File: src/rtl/aes_pkg.sv
// Shared constants and FSM state type for the iterative AES-128 round sequencer.
package aes_pkg;

   localparam int unsigned AES_BLK_W = 128;
   localparam int unsigned AES128_NR = 10;
   localparam int unsigned AES_RND_W = 4;

   typedef enum logic [1:0] {
      IDLE = 2'd0,
      RUN  = 2'd1,
      DONE = 2'd2
   } aes_fsm_e;

endpackage : aes_pkg

File: src/rtl/aes_round_cnt.sv
// Round index counter: clear, load-to-1, saturating increment, terminal-count flag.
module aes_round_cnt
   import aes_pkg::*;
#(
   parameter int unsigned NR = AES128_NR,
   parameter int unsigned RW = AES_RND_W
) (
   input  logic          clk,
   input  logic          rst_n,
   input  logic          clr_i,
   input  logic          load_i,
   input  logic          inc_i,
   output logic [RW-1:0] cnt_o,
   output logic          tc_o
);

   logic [RW-1:0] cnt_q;
   logic [RW-1:0] cnt_d;

   // Terminal count: the final round; the count never moves past it.
   assign tc_o  = (cnt_q == RW'(NR));
   assign cnt_o = cnt_q;

   // Next count: clear wins over load, load wins over increment.
   always_comb begin
      cnt_d = cnt_q;
      if (clr_i) begin
         cnt_d = '0;
      end else if (load_i) begin
         cnt_d = RW'(1);
      end else if (inc_i && !tc_o) begin
         cnt_d = cnt_q + RW'(1);
      end
   end

   // Count register with synchronous active-low reset.
   always_ff @(posedge clk) begin
      if (!rst_n) begin
         cnt_q <= '0;
      end else begin
         cnt_q <= cnt_d;
      end
   end

endmodule : aes_round_cnt

File: src/rtl/aes_round_ctrl.sv
// Iterative AES-128 round sequencer: drives the upstream 2:1 select and owns the state register.
module aes_round_ctrl
   import aes_pkg::*;
#(
   parameter int unsigned NR = AES128_NR,
   parameter int unsigned DW = AES_BLK_W,
   parameter int unsigned RW = AES_RND_W
) (
   input  logic          clk,
   input  logic          rst_n,
   input  logic          in_valid,
   output logic          in_ready,
   output logic          mux_sel,
   input  logic [DW-1:0] mux_out,
   output logic [DW-1:0] state_q,
   output logic [RW-1:0] round_idx,
   output logic          last_round,
   output logic          busy,
   output logic          out_valid,
   input  logic          out_ready,
   output logic [DW-1:0] data_out
);

   aes_fsm_e fsm_q;
   logic     fsm_bad;
   logic     cnt_clr;
   logic     cnt_load;
   logic     cnt_inc;
   logic     cnt_tc;

   // Handshake and select outputs decode the state register alone.
   assign in_ready  = (fsm_q == IDLE);
   assign mux_sel   = (fsm_q == IDLE);
   assign busy      = (fsm_q == RUN);
   assign out_valid = (fsm_q == DONE);
   assign data_out  = state_q;
   assign fsm_bad   = (fsm_q != IDLE) && (fsm_q != RUN) && (fsm_q != DONE);

   // Round index control: load on accept, step in RUN, clear on output handshake.
   assign cnt_load = (fsm_q == IDLE) && in_valid;
   assign cnt_inc  = (fsm_q == RUN);
   assign cnt_clr  = ((fsm_q == DONE) && out_ready) || fsm_bad;

   aes_round_cnt #(
      .NR (NR),
      .RW (RW)
   ) u_round_cnt (
      .clk    (clk),
      .rst_n  (rst_n),
      .clr_i  (cnt_clr),
      .load_i (cnt_load),
      .inc_i  (cnt_inc),
      .cnt_o  (round_idx),
      .tc_o   (cnt_tc)
   );

   assign last_round = cnt_tc;

   // Sequencer FSM and AES state register; reset aborts any block in flight.
   always_ff @(posedge clk) begin
      if (!rst_n) begin
         fsm_q   <= IDLE;
         state_q <= '0;
      end else begin
         case (fsm_q)
            IDLE: begin
               if (in_valid) begin
                  state_q <= mux_out;
                  fsm_q   <= RUN;
               end
            end
            RUN: begin
               state_q <= mux_out;
               if (cnt_tc) begin
                  fsm_q <= DONE;
               end
            end
            DONE: begin
               if (out_ready) begin
                  fsm_q <= IDLE;
               end
            end
            default: begin
               fsm_q <= IDLE;
            end
         endcase
      end
   end

endmodule : aes_round_ctrl

File: config.mk
export PLATFORM = sky130hd
export DESIGN_NAME = aes_round_ctrl
export DESIGN_NICKNAME = d
export VERILOG_FILES = /design/src/rtl/aes_pkg.sv /design/src/rtl/aes_round_cnt.sv /design/src/rtl/aes_round_ctrl.sv
export SDC_FILE = /design/constraint.sdc
export NUM_CORES = 1
export LEC_CHECK = 0
export ABC_AREA = 1
export ABC_CLOCK_PERIOD_IN_PS = 1100
export CORE_AREA = 2 2 152 154
export DETAILED_ROUTE_END_ITERATION = 6
export DIE_AREA = 0 0 154 156
export PLACE_DENSITY = 0.66
export SLEW_MARGIN = 30
export SYNTH_ARGS = -nofsm -noshare
export SYNTH_HDL_FRONTEND = slang
export SYNTH_SLANG_ARGS = --single-unit
File: constraint.sdc
create_clock -name clk -period 1.1 [get_ports clk]
set_input_delay 0.22 -clock clk [delete_from_list [all_inputs] [get_ports clk]]
set_output_delay 0.22 -clock clk [all_outputs]
set_load 0.03 [all_outputs]
==> flow_summary.json <==
{
  "drc": 0,
  "min_from": "mux_out[98]",
  "fmax_mhz": 676.2,
  "startpoint_type": "flop",
  "row_count": 55,
  "clk_pin_slew_ns": 0.06,
  "syn_area_um2": 6127,
  "num-fill-cells": 1500,
  "irDropWorstVdd_v": 0.0007336,
  "cts_buffer_depth": 2,
  "cpLargestDelayFamily": "flip-flops",
  "synthTopCellsByCount": "dfxtp_1 (134), buf_4 (132), nand3_1 (132), nand2_1 (124), a21oi_1 (113)",
  "endpoint_kind": "output port",
  "synth_top_area_frac": 0.4378,
  "core_area_um2": 22370,
  "drtAntennaViolNets": 0,
  "ys_ff_latch": 134,
  "cts_hold_buffers": 0,
  "synthDistinctLibCells": 20,
  "hold_viol_final": 0,
  "power_leakage_nw": 6.662,
  "place.gp.congestion": 0.7730,
  "r2r_end": "data_out[83]$_SDFFE_PN0P_",
  "critical_path_class": "flop to output port",
  "instances_no_fill": 1484,
  "fin_nets": 1322,
  "min_period_ns": 1.479,
  "drt_iter0_markers": 335,
  "grt_max_degree": 39,
  "final.period_utilization": 1.344,
  "num_vias": 7118,
  "path_depth": 5,
  "grt_pass1_vias": 6756,
  "drt_wl_total_um": 30720,
  "skew_ns": 0.009867,
  "placed_cells": 1302,
  "clk_latency_ns": 0.42,
  "critical_path_arrival_ns": 1.26,
  "maxCapViolCount": 0,
  "grt_pass1_wl_um": 38280,
  "dpl_cell_area_um2": 9170,
  "synth_seq_area_share": 0.4378,
  "cts_root_buffer": "clkbuf_16",
  "overflow": 0,
  "synth.most_common_cell": "dfxtp_1",
  "cts_tree": "built",
  "initial_core_util": 0.2740,
  "synth_top_cell_by_area": "dfxtp_1",
  "run_status": "finished, violations left",
  "antenna_found_initial": 0,
  "finalInstanceArea_um2": 14780,
  "fin_ws_ns": -0.3789,
  "grt_util_all_layers": 0.2072,
  "worstHoldPathCells": 3,
  "final_max_slew_viol_count": 0,
  "rsz0062_at_grt": "true",
  "tightest_slew_ns": 0.2960,
  "die-area_um2": 24020,
  "wl_per_cell_um": 20.70,
  "pwr_density_cell_nw_per_um2": 1221,
  "setup_viol": 399,
  "drive_above_1_share": 0.7923,
  "die_width_um": 154,
  "async_flop_share": 0,
  "area_delta_synth_final_pct": 141.2,
  "crit_path_max_fanout": 2,
  "required_ns": 0.88,
  "slowest_stage": "dfxtp_4",
  "whs_ns": 0.3698,
  "failed_checks": "setup timing",
  "numCtsBuffers": 17,
  "synth_edf_count": 0,
  "die_y_um": 156,
  "netlist_instances": 751,
  "slew_headroom": 0.8027,
  "io_pins": 397,
  "detailed_place_hpwl_um": 15060,
  "avgSynthCellArea_um2": 8.159,
  "synth_fp_nets": 885,
  "reg2regPathDepth": 8,
  "hold_class": "input port to flop",
  "yosys_warnings": 0,
  "holdPathEnd": "data_out[98]$_SDFFE_PN0P_",
  "vias_per_cell": 4.796,
  "critPathBufInv": 2,
  "post-place-ws_ns": -0.4664,
  "synth_flop_cell": "dfxtp_1",
  "total_power_w": 0.01804,
  "first_pass_iters": 4,
  "antennaDiodeCount": 0,
  "slowest_delay_ns": 0.34,
  "cts-htree-levels": 4,
  "ys_top_cells_by_area": "dfxtp_1 (44%), buf_4 (16%), nand3_1 (11%), a21oi_1 (9.2%), nand2_1 (7.6%)",
  "ff2ff_setup_slack_ns": -0.32,
  "r2r_start": "fsm_q[0]$_SDFFE_PN0P_",
  "io_buffers": 396,
  "crit_chain": "inv_2 > ha_4 > nand2_4 > nor2_4 > buf_6",
  "cts_sinks": 134
}
## state kept, by name, indices dropped and copies added, names as in the netlist
register and cells:
fsm_q 2, data_out 128, u_round_cnt.cnt_o 4
## per-layer routing
metal,GRT usage,up-vias,part of all wire
met3,0.05333,44,0.064
met5,0,-,0
li1,-,3268,-
met1,0.2378,3483,0.37
met2,0.3666,323,0.54
met4,0.08589,0,0.024
## cell families (layout without fill, tap and decap cells)
kind of cell    after synthesis  in the layout  share of synthesized area
flops                       134            134                     0.4378
simple gates                284            285                     0.2124
buf+inv                     195            642                     0.2216
fa+ha+maj                     2              2                   0.004083
compound gates              135            135                     0.1227
xor+xnor                      1              1                   0.001430
## through the flow
stage                     setup TNS, ns    util
after floorplan                  -19.45       -
after global placement           -54.07  0.4100
after detailed placement         -54.54  0.4100
after CTS                        -55.59  0.5779
after global routing             -59.79  0.6607
final                            -42.24  0.6607
## worst register-to-register path, cell delays in order (launching register included)
cell	delay, ns
dfxtp_2	0.34
nor2_4	0.12
buf_6	0.12
nand2_8	0.09
nand2_8	0.17
buf_12	0.16
buf_12	0.17
nand2_4	0.05
a21oi_2	0.12
## cell usage in the layout, fill, tap and decap left out, drive strengths merged
cell	n
a31oi	1
bufinv	5
xor2	1
dfxtp	134
ha	2
nor2	5
clkbuf	25
clkinv	6
nand3	132
clkinvlp	2
o21ai	1
inv	9
buf	464
nand2	147
nand4	1
a21oi	133
clkdlybuf4s50	131
## area by class of cell
type	count	area, um^2	area share
clock buffers	18	429.2	0.02904
flip-flops and latches	134	3128	0.2117
repair buffers	602	6908	0.4675
multi-input cells	423	3681	0.2491
clock inverters	12	205.2	0.01389
inverters	10	68.82	0.004657
well taps	285	356.6	0.02413
## timing repair
action,4_1_cts,5_1_grt
gates cloned,30,8
pin swaps,64,103
buffers inserted,62,81
endpoints found under the setup margin,398,399
resized for setup,569,423
## where the power goes
group          internal (W)  switching [W]
Sequential          0.00515       0.000481
Clock               0.00401        0.00221
Combinational       0.00307        0.00312
Total                0.0122        0.00582
## how the worst max path moves through the flow
stage	end	slack (ns)	start
after floorplan	data_out[100]$_SDFFE_PN0P_	-0.17	fsm_q[1]$_SDFFE_PN0P_
after global routing	last_round	-0.45	u_round_cnt.cnt_o[0]$_SDFFE_PP0P_
after global placement	data_out[68]$_SDFFE_PN0P_	-0.43	in_valid
after CTS	busy	-0.41	fsm_q[1]$_SDFFE_PN0P_
after detailed placement	data_out[74]$_SDFFE_PN0P_	-0.47	in_valid
final	last_round	-0.38	u_round_cnt.cnt_o[0]$_SDFFE_PP0P_
(Power assumes the default switching activity.)
